--- config.mk ---
export PLATFORM = sky130hd
export DESIGN_NAME = wb_stage_flat
export DESIGN_NICKNAME = d
export VERILOG_FILES = /design/src/rtl/wb_stage_if.sv /design/src/rtl/wb_stage.sv /design/src/flat_wrapper.sv
export SDC_FILE = /design/constraint.sdc
export NUM_CORES = 1
export LEC_CHECK = 0
export CAP_MARGIN = 20
export CORE_MARGIN = 3
export CORE_UTILIZATION = 32
export CTS_BUF_LIST = sky130_fd_sc_hd__clkbuf_8
export DETAILED_ROUTE_END_ITERATION = 16
export GPL_ROUTABILITY_DRIVEN = 0
export PLACE_DENSITY = 0.73
export SLEW_MARGIN = 10
export SYNTH_ARGS = -nofsm -noshare
export SYNTH_HDL_FRONTEND = slang
export SYNTH_SLANG_ARGS = --single-unit
--- constraint.sdc ---
create_clock -name Clk -period 5.3 [get_ports Clk]
set_input_delay 1.06 -clock Clk [delete_from_list [all_inputs] [get_ports Clk]]
set_output_delay 1.06 -clock Clk [all_outputs]
set_load 0.02 [all_outputs]
--- src/rtl/wb_stage_if.sv ---
// M-to-W pipeline bus for the write-back stage: M-stage fields in, register-file
// write port, forwarding qualifier and status out.
interface wb_stage_if;
  logic        Flush_In;
  logic        Valid_In;
  logic [31:0] Pc_In;
  logic        RegWrite_In;
  logic [4:0]  Dst_In;
  logic [1:0]  WdSel_In;
  logic [31:0] AluRes_In;
  logic [31:0] MemData_In;
  logic [31:0] Aux_In;
  logic [2:0]  LoadType_In;
  logic [1:0]  ByteOff_In;

  logic [31:0] Pc_Out;
  logic [4:0]  A3_Out;
  logic [31:0] Wd3_Out;
  logic        We3_Out;
  logic        FwdValid_Out;
  logic        Misalign_Out;
  logic        MisalignSticky_Out;
  logic [31:0] Retired_Out;

  modport master (
    output Flush_In, Valid_In, Pc_In, RegWrite_In, Dst_In, WdSel_In,
           AluRes_In, MemData_In, Aux_In, LoadType_In, ByteOff_In,
    input  Pc_Out, A3_Out, Wd3_Out, We3_Out, FwdValid_Out,
           Misalign_Out, MisalignSticky_Out, Retired_Out
  );

  modport slave (
    input  Flush_In, Valid_In, Pc_In, RegWrite_In, Dst_In, WdSel_In,
           AluRes_In, MemData_In, Aux_In, LoadType_In, ByteOff_In,
    output Pc_Out, A3_Out, Wd3_Out, We3_Out, FwdValid_Out,
           Misalign_Out, MisalignSticky_Out, Retired_Out
  );
endinterface

--- src/rtl/wb_stage.sv ---
// MIPS write-back stage: M/W register, write-data select and load extension,
// retired counter and misaligned-load flags. Macro WB_SUBWORD_LOAD_EN enables byte/half loads.
module wb_stage #(
  parameter logic [31:0] RESET_PC = 32'd0
) (
  input  logic        Clk,
  input  logic        Reset,
  wb_stage_if.slave   bus
);

  logic        r_valid;
  logic [31:0] r_pc;
  logic        r_regWrite;
  logic [4:0]  r_dst;
  logic [1:0]  r_wdSel;
  logic [31:0] r_aluRes;
  logic [31:0] r_memData;
  logic [31:0] r_aux;
  logic [2:0]  r_loadType;
  logic [1:0]  r_byteOff;
  logic        r_sticky;
  logic [31:0] r_retired;

  logic [31:0] w_loadData;
  logic [31:0] w_linkAddr;
  logic [31:0] w_wd;
  logic        w_memSel;
  logic        w_misalign;
  logic        w_we;

  // A flush captures a bubble; retire/sticky updates look at the instruction leaving W.
  always_ff @(posedge Clk) begin
    if (Reset) begin
      r_valid    <= 1'b0;
      r_pc       <= RESET_PC;
      r_regWrite <= 1'b0;
      r_dst      <= 5'd0;
      r_wdSel    <= 2'd0;
      r_aluRes   <= 32'd0;
      r_memData  <= 32'd0;
      r_aux      <= 32'd0;
      r_loadType <= 3'd0;
      r_byteOff  <= 2'd0;
      r_sticky   <= 1'b0;
      r_retired  <= 32'd0;
    end else begin
      if (r_valid) r_retired <= r_retired + 32'd1;
      if (w_misalign) r_sticky <= 1'b1;
      if (bus.Flush_In) begin
        r_valid    <= 1'b0;
        r_pc       <= RESET_PC;
        r_regWrite <= 1'b0;
        r_dst      <= 5'd0;
        r_wdSel    <= 2'd0;
        r_aluRes   <= 32'd0;
        r_memData  <= 32'd0;
        r_aux      <= 32'd0;
        r_loadType <= 3'd0;
        r_byteOff  <= 2'd0;
      end else begin
        r_valid    <= bus.Valid_In;
        r_pc       <= bus.Pc_In;
        r_regWrite <= bus.RegWrite_In;
        r_dst      <= bus.Dst_In;
        r_wdSel    <= bus.WdSel_In;
        r_aluRes   <= bus.AluRes_In;
        r_memData  <= bus.MemData_In;
        r_aux      <= bus.Aux_In;
        r_loadType <= bus.LoadType_In;
        r_byteOff  <= bus.ByteOff_In;
      end
    end
  end

  assign w_memSel = (r_wdSel == 2'b01);

`ifdef WB_SUBWORD_LOAD_EN
  logic [7:0]  w_byte;
  logic [15:0] w_half;

  assign w_byte = r_memData[{r_byteOff, 3'b000} +: 8];
  assign w_half = r_byteOff[1] ? r_memData[31:16] : r_memData[15:0];

  // Little-endian lane pick; unknown load types behave as lw.
  always_comb begin
    w_loadData = r_memData;
    w_misalign = 1'b0;
    case (r_loadType)
      3'b001: w_loadData = {24'd0, w_byte};
      3'b010: w_loadData = {{24{w_byte[7]}}, w_byte};
      3'b011: begin
        w_loadData = {16'd0, w_half};
        w_misalign = r_byteOff[0];
      end
      3'b100: begin
        w_loadData = {{16{w_half[15]}}, w_half};
        w_misalign = r_byteOff[0];
      end
      default: w_misalign = (r_byteOff != 2'd0);
    endcase
    w_misalign = w_misalign & r_valid & w_memSel;
  end
`else
  logic w_unusedLoadType;

  assign w_unusedLoadType = ^r_loadType;
  assign w_loadData       = r_memData;
  assign w_misalign       = r_valid & w_memSel & (r_byteOff != 2'd0);
`endif

  assign w_linkAddr = 32'h0000_3000 + {r_pc[29:0], 2'b00} + 32'd8;

  always_comb begin
    w_wd = r_aluRes;
    case (r_wdSel)
      2'b01:   w_wd = w_loadData;
      2'b10:   w_wd = w_linkAddr;
      2'b11:   w_wd = r_aux;
      default: w_wd = r_aluRes;
    endcase
  end

  // $0 writes still assert the enable; only forwarding excludes them.
  assign w_we = r_valid & r_regWrite & ~w_misalign;

  assign bus.Pc_Out             = r_pc;
  assign bus.A3_Out             = r_dst;
  assign bus.Wd3_Out            = w_wd;
  assign bus.We3_Out            = w_we;
  assign bus.FwdValid_Out       = w_we & (r_dst != 5'd0);
  assign bus.Misalign_Out       = w_misalign;
  assign bus.MisalignSticky_Out = r_sticky;
  assign bus.Retired_Out        = r_retired;

endmodule

--- src/flat_wrapper.sv ---
// flat-port wrapper written by rule: the top's interface ports become plain ports
module wb_stage_flat 
#(
  parameter logic [31:0] RESET_PC = 32'd0
)
  (Clk, Reset, bus_Flush_In, bus_Valid_In, bus_Pc_In, bus_RegWrite_In, bus_Dst_In, bus_WdSel_In, bus_AluRes_In, bus_MemData_In, bus_Aux_In, bus_LoadType_In, bus_ByteOff_In, bus_Pc_Out, bus_A3_Out, bus_Wd3_Out, bus_We3_Out, bus_FwdValid_Out, bus_Misalign_Out, bus_MisalignSticky_Out, bus_Retired_Out);
  wb_stage_if bus_i ();
  input  logic Clk;
  input  logic Reset;
  input wire logic [$bits(bus_i.Flush_In)-1:0] bus_Flush_In;
  input wire logic [$bits(bus_i.Valid_In)-1:0] bus_Valid_In;
  input wire logic [$bits(bus_i.Pc_In)-1:0] bus_Pc_In;
  input wire logic [$bits(bus_i.RegWrite_In)-1:0] bus_RegWrite_In;
  input wire logic [$bits(bus_i.Dst_In)-1:0] bus_Dst_In;
  input wire logic [$bits(bus_i.WdSel_In)-1:0] bus_WdSel_In;
  input wire logic [$bits(bus_i.AluRes_In)-1:0] bus_AluRes_In;
  input wire logic [$bits(bus_i.MemData_In)-1:0] bus_MemData_In;
  input wire logic [$bits(bus_i.Aux_In)-1:0] bus_Aux_In;
  input wire logic [$bits(bus_i.LoadType_In)-1:0] bus_LoadType_In;
  input wire logic [$bits(bus_i.ByteOff_In)-1:0] bus_ByteOff_In;
  output wire logic [$bits(bus_i.Pc_Out)-1:0] bus_Pc_Out;
  output wire logic [$bits(bus_i.A3_Out)-1:0] bus_A3_Out;
  output wire logic [$bits(bus_i.Wd3_Out)-1:0] bus_Wd3_Out;
  output wire logic [$bits(bus_i.We3_Out)-1:0] bus_We3_Out;
  output wire logic [$bits(bus_i.FwdValid_Out)-1:0] bus_FwdValid_Out;
  output wire logic [$bits(bus_i.Misalign_Out)-1:0] bus_Misalign_Out;
  output wire logic [$bits(bus_i.MisalignSticky_Out)-1:0] bus_MisalignSticky_Out;
  output wire logic [$bits(bus_i.Retired_Out)-1:0] bus_Retired_Out;
  assign bus_i.Flush_In = bus_Flush_In;
  assign bus_i.Valid_In = bus_Valid_In;
  assign bus_i.Pc_In = bus_Pc_In;
  assign bus_i.RegWrite_In = bus_RegWrite_In;
  assign bus_i.Dst_In = bus_Dst_In;
  assign bus_i.WdSel_In = bus_WdSel_In;
  assign bus_i.AluRes_In = bus_AluRes_In;
  assign bus_i.MemData_In = bus_MemData_In;
  assign bus_i.Aux_In = bus_Aux_In;
  assign bus_i.LoadType_In = bus_LoadType_In;
  assign bus_i.ByteOff_In = bus_ByteOff_In;
  assign bus_Pc_Out = bus_i.Pc_Out;
  assign bus_A3_Out = bus_i.A3_Out;
  assign bus_Wd3_Out = bus_i.Wd3_Out;
  assign bus_We3_Out = bus_i.We3_Out;
  assign bus_FwdValid_Out = bus_i.FwdValid_Out;
  assign bus_Misalign_Out = bus_i.Misalign_Out;
  assign bus_MisalignSticky_Out = bus_i.MisalignSticky_Out;
  assign bus_Retired_Out = bus_i.Retired_Out;
  wb_stage #(.RESET_PC(RESET_PC)) u_core (.Clk(Clk), .Reset(Reset), .bus(bus_i));
endmodule
# Yosys cells after proc, flatten, opt, wreduce, memory -nomap -nowiden
# Index checks and enable logic that the tools add are counted.
# word_totals
input_bits,145
reg_bits,172
# op_classes
reduce_logical,3
muxes,1
n_eq_ne,3
bitwise_logic,6
n_addsub,3
# ops
op,count
one-hot mux 32 bit (3 select lines),1
"adder 14 x 32 -> 32 bit, first input constant",1
"adder 32 x 1 -> 32 bit, second input constant",1
"adder 32 x 4 -> 32 bit, second input constant",1
AND 1 bit,5
nonzero test 5 bit,1
"== test 2 bit, second input constant",2
"== test 2 x 1 -> 1 bit, second input constant",1
nonzero test 2 bit,1
OR reduction 2 bit,1
inverter 1 bit,1

# Depth between registers and ports, before layout
# Gate-level depths: netlist of run 1.
# depth
word_depth,6
ltp_mapped,7
ltp_nobuf,6

# Worst setup path after synthesis of run 1
# OpenSTA, ideal clock, no wires.
# synth_timing
path_type,register to output
from,"register u_core.r_pc[1], in the netlist u_core.bus.Pc_Out[1]"
to,output port bus_Wd3_Out[27]
required_ps,4240
stages_incl_launch_ff,8
path_buffers,1
setup_slack_ps,2115
arrival_ps,2125
path_cell_list,dfxtp_1 ha_1 nand3_1 o31ai_1 buf_2 nand4_1 xnor2_1 mux4_2
# synth_between
elab_chain_len,3
# synth_lines
item,line_no,rtl
from (decl),wb_stage.sv:12,logic [31:0] r_pc;
from (signal assigned),wb_stage.sv:62,r_pc <= bus.Pc_In;
adder 14 x 32 -> 32 bit,wb_stage.sv:111,"assign w_linkAddr = 32'h0000_3000 + {r_pc[29:0], 2'b00} + 32'd8;"
adder 32 x 4 -> 32 bit,wb_stage.sv:111,
one-hot mux 32 bit (3 select lines),wb_stage.sv:115,case (r_wdSel)
to (decl),flat_wrapper.sv:23,output wire logic [$bits(bus_i.Wd3_Out)-1:0] bus_Wd3_Out;
# Every way passes these cells.

# Worst setup path after layout of run 1
# layout_timing
from,"register u_core.r_pc[1], in the netlist u_core.bus.Pc_Out[1]"
to,output port bus_Wd3_Out[31]
# Same word-level chain as after synthesis.

==> results.cfg, run 1 <==
[clock_network]
cts_buffers = 17
path_clk_slew_ns = 0.10
cts_root_buf = clkbuf_8
cts_tree = built
ctsHoldBuffers = 0
cts_resized = 0
postCtsSetupBuffers = 0
cts.sinks = 172
htree_num_levels = 4
insertion_delay_ns = 0.45
clk_path_buf_depth = 2

[routing]
post_drt_wl_per_cell_um = 15.4
via_per_inst = 4.46
first_pass_iters = 4
drcViolationCount = 0
vias = 4950
drtIter0Drc = 143
ant_nets = 0
wl_um = 17100

[global_routing]
grt_max_degree = 131
grt_pass1_vias = 4956
grt_pass1_wl_um = 26100
gr-total-overflow = 0
track_usage_pct = 15.4
antenna_found_initial = 4

[power_and_ir_drop]
total_leakage_power_nw = 3.60
power_density_nw_per_um2 = 274
p_sw_share_pct = 25.4
p_comb_share_pct = 11.0
ir_drop_mv = 0.173
p_switching_mw = 0.669
clkPwrFrac_pct = 37.4
p_int_mw = 1.97
seq_power_share_pct = 51.6

[finish]
nFillCells = 1821
drive_gt1_share_pct = 9.12
register_area_um2 = 3450
fin_cells = 1110
nets = 978
multi_input_area_um2 = 2900
final_core_util_pct = 48.8
area_growth_pct = 47.9
final_common_cell = clkdlybuf4s50_1
final_cell_mix = clkdlybuf4s50_1 (246), dfxtp_1 (170), and2_1 (140)
finish.instance_area_um2 = 9630

[floorplanning]
die_x_um = 149
core_um2 = 19700
ios = 250
initial_core_util_pct = 33.0
fp.dieArea_um2 = 22100
rows = 51
fp.dieH_um = 149

[worst_setup_path]
critical_path.endpoint_type = output port
ff2ff_path_depth = 5
start_kind = flop
worstPathArrival_ns = 3.11
criticalPathCategory = flop to output port
worstPathRequired_ns = 4.24
cp_max_fo = 11

[timing]
final_max_slew_viol_count = 0
tightest_slew_ns = 0.787
setup_viol_count_final = 0
rsz0062_at_grt = false
max_freq_mhz = 240
slew_headroom_pct = 47.6
setup-tns-final_ns = 0
hold_viol = 0
post-route-min-period_ns = 4.17
finalCritPeriodShare_pct = 78.8
finClkSkew_ns = 0.00837

[hold_path]
hold_path.class = flop to flop
min_path_cells = 2

[run_status]
status = complete, no violations

[place]
place_area_um2 = 9210
dp.cells = 1077
io_buffers = 246
hpwl_um = 12800

[synthesis]
synth_area_per_cell_um2 = 11.0
synthArstFlopShare_pct = 0
synthDistinctLibCells = 42
syn_area_um2 = 6510
yosysWarnings = 0
synth_nets = 741
ys_seq_area_share_pct = 52.9
synth-edff-count = 0
synthFlopType = dfxtp_1
yosys_register_bits = 172
syn_inst = 594

[run]
cap_violations = 0
## layout make-up
type	instances	area share (%)
multi-input combinational	386	30.2
tap	265	3.44
antenna	1	0.0260
timing repair buffer	251	26.1
inverter	3	0.117
sequential	172	35.8
clock buffer	17	2.43
clock inverter	15	1.95
## cell families after synthesis
kind of cell,Yosys count,share of synthesized area (%)
compound gates,19,1.73
buf+inv,36,2.73
mux,33,10.5
flops,172,52.9
xor+xnor,53,7.13
simple gates,279,24.7
fa+ha+maj,2,0.384
## metrics by stage
stage | power, mW | setup WS, ns | hold slack [ns]
global route | 2.75 | 0.875 | 0.558
floorplan | 1.50 | 2.11 | 0.555
CTS | 2.68 | 1.03 | 0.506
detailed placement | 1.69 | 1.54 | 0.490
global placement | 1.68 | 1.56 | 0.450
finish | 2.64 | 1.13 | 0.505
## power groups by stage
stage	clock network, mW	logic [mW]	registers, mW
floorplan	0	0.110	1.39
global placement	0	0.293	1.39
detailed placement	0	0.295	1.39
CTS	1.02	0.297	1.36
global route	1.07	0.313	1.37
finish	0.986	0.291	1.36
## Yosys cell counts, types with 2 or more instances
cell / instances / share of area (%)
dfxtp_1: 172 / 53
and2_1: 140 / 13
nor2_1: 46 / 2.7
xor2_1: 32 / 4.3
mux4_2: 28 / 9.7
clkbuf_1: 25 / 1.4
nand2_1: 22 / 1.3
nand3_1: 22 / 1.7
xnor2_1: 21 / 2.8
nand4_1: 14 / 1.3
and4_1: 7 / 0.94
nor3_1: 7 / 0.54
a21oi_1: 6 / 0.46
o21ai_0: 6 / 0.46
and3_1: 5 / 0.48
buf_6: 4 / 0.69
mux2i_1: 4 / 0.61
inv_1: 3 / 0.17
or4_1: 3 / 0.35
buf_2: 2 / 0.15
ha_1: 2 / 0.38
nand2b_1: 2 / 0.19
nor4_4: 2 / 0.65
## flip-flops by register name (all words and copies together), names as in the netlist
signal / count
u_core.r_regWrite: 1
u_core.r_valid: 1
u_core.bus.A3_Out: 5
u_core.bus.Retired_Out: 32
u_core.r_aluRes: 32
u_core.bus.MisalignSticky_Out: 1
u_core.r_aux: 32
u_core.r_wdSel: 2
u_core.bus.Pc_Out: 32
u_core.r_byteOff: 2
u_core.r_memData: 32
## worst paths after layout
| path | start | end | slack [ns] |
|---|---|---|---|
| setup / recovery | u_core.bus.Pc_Out[1] | bus_Wd3_Out[31] | 1.13 |
| hold / removal | u_core.bus.MisalignSticky_Out | u_core.bus.MisalignSticky_Out | 0.50 |
| setup reg to reg | u_core.r_valid | u_core.bus.Retired_Out[31] | 3.24 |
| hold reg to reg | u_core.bus.MisalignSticky_Out | u_core.bus.MisalignSticky_Out | 0.50 |
## layer usage
layer | track usage, % | part of all wire (%) | vias up
li1 | - | - | 2461
met1 | 17.0 | 40 | 2281
met2 | 26.7 | 49 | 183
met3 | 6.79 | 8.9 | 19
met4 | 4.48 | 1.3 | 6
met5 | 0 | 0.24 | -
## critical path, stage by stage (launching register included)
cell and delay [ns]:
dfxtp_1 0.45, ha_1 0.21, nand3_1 0.21, o31ai_2 0.23
buf_4 0.24, nand4_1 0.13, xnor2_1 0.17, mux4_2 0.45
clkdlybuf4s50_1 0.57
(Power assumes the default switching activity.)
==> run 2: changes to the inputs <==
- PLACE_DENSITY: 0.73 -> 0.75
- clock period: 5.3 -> 3.4 ns (I/O delays scaled with it)
==> results.cfg, run 2 (synthesized netlist as in run 1, its figures left out) <==
[timing]
finClkSkew_ns = 0.0126
post-route-min-period_ns = 3.30
final_max_slew_viol_count = 0
slew_headroom_pct = 56.1
max_freq_mhz = 303
hold_viol = 0
fin_ws_ns = 0.0995
tightest_slew_ns = 0.657
holdWs_ns = 0.485
setup_viol_count_final = 0
rsz0062_at_grt = true
finalCritPeriodShare_pct = 97.1
setup-tns-final_ns = 0

[worst_setup_path]
critical_path.endpoint_type = output port
start_kind = flop
criticalPathCategory = flop to output port
worstPathRequired_ns = 2.72
cp_max_fo = 10
worstPathArrival_ns = 2.62

[clock_network]
cts_buffers = 17
cts_root_buf = clkbuf_8
cts_tree = built
clk_path_buf_depth = 2
ctsHoldBuffers = 0
path_clk_slew_ns = 0.10
insertion_delay_ns = 0.47
cts.sinks = 172
htree_num_levels = 4

[global_routing]
grt_max_degree = 60
grt_pass1_vias = 5078
gr-total-overflow = 0
grt_pass1_wl_um = 26900
antenna_found_initial = 2
track_usage_pct = 16.0

[floorplanning]
initial_core_util_pct = 33.0
core_um2 = 19700
fp.dieArea_um2 = 22100
ios = 250
fp.dieH_um = 149
die_x_um = 149
rows = 51

[power_and_ir_drop]
p_total_mw = 3.97
power_density_nw_per_um2 = 409
total_leakage_power_nw = 3.74
ir_drop_mv = 0.232

[routing]
ant_nets = 0
drtIter0Drc = 142
wl_um = 17700
vias = 5029
post_drt_wl_per_cell_um = 15.8
drcViolationCount = 0
first_pass_iters = 6
via_per_inst = 4.49

[hold_path]
hold_path.class = flop to flop

[run_status]
status = complete, no violations

[place]
hpwl_um = 13000
post-place-ws_ns = 0.154
io_buffers = 246
dp.cells = 1086
place_area_um2 = 9300

[finish]
drive_gt1_share_pct = 13.0
fin_cells = 1121
final_core_util_pct = 49.3
final_common_cell = clkdlybuf4s50_1
nets = 990
final_cell_mix = clkdlybuf4s50_1 (225), dfxtp_1 (165), and2_1 (140)
multi_input_area_um2 = 2960
register_area_um2 = 3450
area_growth_pct = 49.3
diodes = 0
finish.instance_area_um2 = 9720
nFillCells = 1795

[run]
cap_violations = 0
run 2: worst paths after layout:
path | startpoint | slack, ns | depth (start not counted) | to
max reg2reg | u_core.r_valid | 1.42 | 5 | u_core.bus.Retired_Out[31]
min reg2reg | u_core.bus.MisalignSticky_Out | 0.48 | 2 | u_core.bus.MisalignSticky_Out
min | u_core.bus.MisalignSticky_Out | 0.48 | 2 | u_core.bus.MisalignSticky_Out
max | u_core.bus.Pc_Out[5] | 0.1 | 6 | bus_Wd3_Out[26]
run 2: timing repair:
| action | in CTS | in global routing |
|---|---|---|
| buffers inserted | 2 | 0 |
| pin swaps | 1 | 1 |
| gates cloned | 1 | 0 |
| endpoints found under the setup margin | 21 | 17 |
| gates resized for setup | 45 | 20 |
run 2: power breakdown:
part           internal (mW)  switching [mW]
combinational          0.292           0.178
clock                  0.556           0.835
sequential              2.08          0.0331
run 2: layout make-up:
class                           instances  share of cell area [%]
Sequential cell                       172                    35.5
Multi-Input combinational cell        386                    30.5
Timing Repair Buffer                  263                    26.6
Tap cell                              265                    3.41
Clock buffer                           18                    2.55
Clock inverter                         14                    1.34
Inverter                                3                   0.116
run 2: critical path, cell delays in order (launching register included):
cell	delay, ns
dfxtp_1	0.40
nand3_4	0.13
o31a_4	0.46
nor3_1	0.24
xor2_1	0.12
mux4_2	0.46
dlygate4sd2_1	0.34
run 2: metal layers:
metal | vias up | GRT usage (%) | wire, um
met1 | 2317 | 18.1 | 6910
li1 | 2485 | - | -
met5 | - | 0 | 21
met3 | 22 | 7.04 | 1750
met4 | 4 | 4.57 | 242
met2 | 201 | 27.6 | 8790
==> run 3: changes to the inputs <==
- CTS_CLUSTER_DIAMETER: unset -> 120
==> results of run 3 <==
Final layout, timing and power as in run 2 (identical DEF).
